[src/rtl/float_to_fixed_top.sv]
// Half-precision float to signed Q8.8 converter with an embedded byte-wide data memory.
// Optional build macro FLT2FIX_ROUND_EN: round-to-nearest (ties away from zero) instead of truncation.

module float_to_fixed_mem #(
  parameter int DEPTH = 256,
  parameter int AW    = 8
) (
  input  logic          clk,
  input  logic          we,
  input  logic [AW-1:0] waddr,
  input  logic [7:0]    wdata,
  input  logic [AW-1:0] raddr,
  output logic [7:0]    rdata
);

  logic [7:0] mem_core [DEPTH-1:0];

  // Synchronous write port; contents deliberately survive reset so preloads are kept
  always_ff @(posedge clk) begin
    if (we) begin
      mem_core[waddr] <= wdata;
    end
  end

  assign rdata = mem_core[raddr];

endmodule

module float_to_fixed_top #(
  parameter int MEM_DEPTH = 256,
  parameter int IN_ADDR   = 4,
  parameter int OUT_ADDR  = 6
) (
  input  logic clk,
  input  logic reset,
  input  logic start,
  output logic ack
);

  localparam int AW = (MEM_DEPTH > 1) ? $clog2(MEM_DEPTH) : 1;
  localparam logic [AW-1:0] IN_LO  = AW'(IN_ADDR);
  localparam logic [AW-1:0] IN_HI  = AW'(IN_ADDR + 1);
  localparam logic [AW-1:0] OUT_LO = AW'(OUT_ADDR);
  localparam logic [AW-1:0] OUT_HI = AW'(OUT_ADDR + 1);

  typedef enum logic [2:0] {
    IDLE  = 3'd0,
    RD_LO = 3'd1,
    RD_HI = 3'd2,
    CONV  = 3'd3,
    WR_LO = 3'd4,
    WR_HI = 3'd5,
    DONE  = 3'd6
  } state_t;

  state_t        state_r;
  state_t        state_s;
  logic [7:0]    op_lo_r;
  logic [7:0]    op_hi_r;
  logic [15:0]   result_r;
  logic          ack_r;
  logic          we_s;
  logic [AW-1:0] waddr_s;
  logic [7:0]    wdata_s;
  logic [AW-1:0] raddr_s;
  logic [7:0]    rdata_s;

  // Magnitude is m * 2^(E-17) in Q8.8; E >= 22 (unbiased exponent >= 7) always saturates.
  function automatic logic [15:0] flt2fix(input logic [15:0] f);
    logic        s;
    logic [4:0]  ex;
    logic [10:0] m;
    logic [4:0]  sh;
    logic [16:0] mag;
    logic [16:0] neg;
    logic [15:0] res;
    s   = f[15];
    ex  = f[14:10];
    m   = {(ex != 5'd0), f[9:0]};
    sh  = 5'd0;
    mag = 17'd0;
    neg = 17'd0;
    if (ex >= 5'd22) begin
      res = s ? 16'h8000 : 16'h7FFF;
    end else begin
      if (ex >= 5'd17) begin
        sh  = ex - 5'd17;
        mag = {6'd0, m} << sh;
      end else begin
        sh = 5'd17 - ex;
        if (sh >= 5'd11) begin
          mag = 17'd0;
        end else begin
          mag = {6'd0, (m >> sh)};
`ifdef FLT2FIX_ROUND_EN
          // The last shifted-out bit decides the rounding increment
          mag = mag + {16'd0, (|(m & (11'd1 << (sh - 5'd1))))};
`endif
        end
      end
      if (s) begin
        neg = 17'd0 - mag;
        res = (mag > 17'h08000) ? 16'h8000 : neg[15:0];
      end else begin
        res = (mag > 17'h07FFF) ? 16'h7FFF : mag[15:0];
      end
    end
    return res;
  endfunction

  float_to_fixed_mem #(
    .DEPTH (MEM_DEPTH),
    .AW    (AW)
  ) dm (
    .clk   (clk),
    .we    (we_s),
    .waddr (waddr_s),
    .wdata (wdata_s),
    .raddr (raddr_s),
    .rdata (rdata_s)
  );

  // Next-state and memory port control
  always_comb begin
    state_s = state_r;
    we_s    = 1'b0;
    waddr_s = OUT_LO;
    wdata_s = result_r[7:0];
    raddr_s = IN_LO;
    case (state_r)
      IDLE: begin
        if (start) begin
          state_s = RD_LO;
        end else begin
          state_s = IDLE;
        end
      end
      RD_LO: begin
        raddr_s = IN_LO;
        state_s = RD_HI;
      end
      RD_HI: begin
        raddr_s = IN_HI;
        state_s = CONV;
      end
      CONV: begin
        state_s = WR_LO;
      end
      WR_LO: begin
        we_s    = 1'b1;
        waddr_s = OUT_LO;
        wdata_s = result_r[7:0];
        state_s = WR_HI;
      end
      WR_HI: begin
        we_s    = 1'b1;
        waddr_s = OUT_HI;
        wdata_s = result_r[15:8];
        state_s = DONE;
      end
      DONE: begin
        if (start) begin
          state_s = RD_LO;
        end else begin
          state_s = DONE;
        end
      end
      default: begin
        state_s = IDLE;
      end
    endcase
  end

  // State, operand capture, conversion result and registered ack
  always_ff @(posedge clk or negedge reset) begin
    if (!reset) begin
      state_r  <= IDLE;
      op_lo_r  <= 8'd0;
      op_hi_r  <= 8'd0;
      result_r <= 16'd0;
      ack_r    <= 1'b0;
    end else begin
      state_r <= state_s;
      ack_r   <= (state_s == DONE);
      if (state_r == RD_LO) begin
        op_lo_r <= rdata_s;
      end
      if (state_r == RD_HI) begin
        op_hi_r <= rdata_s;
      end
      if (state_r == CONV) begin
        result_r <= flt2fix({op_hi_r, op_lo_r});
      end
    end
  end

  assign ack = ack_r;

endmodule

[config.mk]
export PLATFORM = sky130hd
export DESIGN_NAME = float_to_fixed_top
export DESIGN_NICKNAME = d
export VERILOG_FILES = /design/src/rtl/float_to_fixed_top.sv
export SDC_FILE = /design/constraint.sdc
export NUM_CORES = 1
export LEC_CHECK = 0
export ABC_AREA = 1
export CAP_MARGIN = 10
export CELL_PAD_IN_SITES_DETAIL_PLACEMENT = 1
export CELL_PAD_IN_SITES_GLOBAL_PLACEMENT = 1
export CORE_AREA = 2 2 39 41
export DETAILED_ROUTE_END_ITERATION = 10
export DIE_AREA = 0 0 41 43
export GPL_TIMING_DRIVEN = 0
export MAX_ROUTING_LAYER = met4
export PLACE_DENSITY = 0.45
export SYNTH_ARGS = -nofsm -noshare
export SYNTH_HDL_FRONTEND = slang
export SYNTH_HIERARCHICAL = 1
export SYNTH_SLANG_ARGS = --single-unit
[constraint.sdc]
create_clock -name clk -period 0.8 [get_ports clk]
set_input_delay 0.12 -clock clk [delete_from_list [all_inputs] [get_ports clk]]
set_output_delay 0.12 -clock clk [all_outputs]
set_load 0.05 [all_outputs]
==> flow_summary.ini <==
[routing]
first_pass_iters = 2
vias = 182
drt_iter0_drc = 3
routed_wl_um = 483
vias_per_cell = 3.87
wl_per_cell_um = 10.3
drc_errors = 0
drtAntennaViolNets = 0

[pwr]
power_density_mw_per_mm2 = 4480
peakVddDrop_uv = 652
p_leak_nw = 0.134

[sta]
finalHoldViolCount = 0
period_needed_ns = 0.864
finalSetupViolCount = 3
finalMaxSlewViolations = 0
worst_slew_pin_slew_ns = 0.177
skew_ns = 0.00172
finalWorstSetupSlack_ns = -0.0642
clock.fmax_mhz = 1160
rsz0062_at_grt = true
whs_ns = 0.0863
slew-limit-headroom_pct = 88.1
fin_crit_sh_pct = 108

[setup_path]
crit_path_end_kind = output pin
cp-start-kind = flop
critPathSlowestCell = dfrtp_1
r2r_cells = 5
rrSetupSlack_ns = -0.04
worst-path-buf-inv = 1
critical_path_class = flop to output pin
cp_top_family = flip-flops
crit_fanout = 1
crit_required_ns = 0.68
regToRegStartpoint = state_r[2]
cp.arrival_ns = 0.74
reg2reg_to = state_r[0]
path_cells = buf_6
cp_slowest_stage_delay_ns = 0.36

[floorplanning]
core_area_mm2 = 0.00138
io_pins = 4
die_y_um = 43
num_rows = 14
initial_core_util_pct = 13.8
dieWidth_um = 41
die-area_mm2 = 0.00176

[logic_synthesis]
yosys_warnings = 6
netlist_top_cells_area = dfrtp_1 (52%), nand2_1 (16%), nand3_1 (10%), inv_1 (7.8%), a21oi_2 (4.6%)
syn_avg_cell_area_um2 = 7.66
netlist_instances = 25
synth_cell_type_count = 9
syn_nets = 28
synth_top_area_share_pct = 52.3
ys_seq_area_share_pct = 52.3
synthesis.area_um2 = 191
synth-seq-cells = 4
yosys.area.top_type = dfrtp_1

[placement]
portBuffers = 3
dpl.hpwl_um = 328
gp_congestion = 0.669

[grt]
grt_use_total_pct = 7.63
grt_pass1_vias = 230
grt_max_degree = 8
antenna_found_initial = 0
overflow = 0
grt_first_pass_wirelength_um = 841

[cells_and_area]
antennaDiodeCount = 0
finalNetCount = 36
drive_gt1_share_pct = 45.2
area_growth_syn_to_layout_pct = 47.1
final_util_pct = 20.3
nFillCells = 162

[outcome]
violations = setup timing
status = complete, but fails checks

[clock_tree]
cts_tree = yes
clockRootBuffer = clkbuf_4
cts_hold_buffers = 0
clock_latency_ns = 0.23
clockBufferDepth = 2
postCtsSetupRepairBufs = 0
cts_buffers = 3
clk_pin_slew_ns = 0.04
h-tree-depth = 1
clock_sinks = 4

[job]
cap_violations = 0

[worst_hold_path]
hp-class = primary input to async pin
routing by layer:
layer  share of wire [%]  vias up  GRT usage (%)  wire length (um)
li1                    -       89              -                 -
met2                  61        4           13.8               297
met5                   0        -              -                 0
met4                 2.3        0           8.00                11
met1                  34       87           5.83               164
met3                 2.1        2              0                10
cell usage in the layout (no fill, tap or decap):
| cell type | synthesis | layout |
|---|---|---|
| nor2_1 | 1 | 1 |
| inv_1 | 4 | 2 |
| o21ai_1 | 1 | 1 |
| clkbuf_4 | 0 | 3 |
| clkdlybuf4s50_1 | 0 | 2 |
| dfrtp_2 | 0 | 2 |
| buf_6 | 0 | 1 |
| nand2_2 | 0 | 2 |
| o21ai_2 | 0 | 1 |
| a21oi_2 | 1 | 1 |
| nand3_1 | 4 | 3 |
| nand3_2 | 0 | 1 |
| nand2_1 | 8 | 6 |
| inv_2 | 1 | 3 |
| dfrtp_1 | 4 | 2 |
logic make-up (layout without fill, tap and decap cells):
group,count (synthesis),count (layout),share of synthesized area [%]
flip-flops,4,4,52.3
buffers and inverters,5,11,9.80
AO/OA/AOI/OAI,3,3,9.80
AND/OR/NAND/NOR,13,13,28.1
cells in the mapped netlist:
cell type,count
dfrtp_1,4
nand2_1,8
o21ai_0,1
nor2_1,1
nand3_1,4
inv_2,1
a21oi_2,1
o21ai_1,1
inv_1,4
state kept, by name, indices dropped and copies added, names as in the netlist:
register,cells
state_r,3
ack,1
metrics by stage:
| step | cell area [um2] | setup slack (ns) | total power [mW] | cells | TNS, ns |
|---|---|---|---|---|---|
| after CTS | 277 | -0.0714 | 1.24 | 47 | -0.132 |
| after global routing | 282 | -0.0919 | 1.37 | 47 | -0.294 |
| final | 282 | -0.0642 | 1.26 | 47 | -0.116 |
| after floorplan | 191 | 0.0384 | 0.751 | 25 | 0 |
| after global placement | 241 | -0.424 | 0.904 | 44 | -0.936 |
| after detailed placement | 241 | -0.421 | 0.906 | 44 | -0.935 |
worst max path at each step:
stage               slack (ns)  cells past startpoint          to       start
floorplan                 0.04                      5  state_r[0]  state_r[1]
global placement         -0.42                      1         ack         ack
detailed placement       -0.42                      1         ack         ack
CTS                      -0.07                      1         ack         ack
global route             -0.09                      1         ack         ack
finish                   -0.06                      1         ack         ack
layout make-up:
| type | count | area [um2] | area share, % |
|---|---|---|---|
| Sequential cell | 4 | 103 | 36.4 |
| Multi-Input combinational cell | 16 | 86.3 | 30.7 |
| Tap cell | 16 | 20.0 | 7.11 |
| Inverter | 5 | 18.8 | 6.67 |
| Timing Repair Buffer | 3 | 31.3 | 11.1 |
| Clock buffer | 3 | 22.5 | 8.00 |
where the power goes:
group	total [mW]	internal, mW	switching [mW]
clock	0.246	0.168	0.0786
combinational	0.552	0.209	0.343
sequential	0.462	0.320	0.143
total	1.26	0.697	0.564
timing repair:
action	in CTS	in global routing
endpoints found under the setup margin	5	5
pin swaps	3	4
resized for setup	13	3
hold endpoints to repair	0	0
No activity file was read; power rests on OpenSTA's default activity.
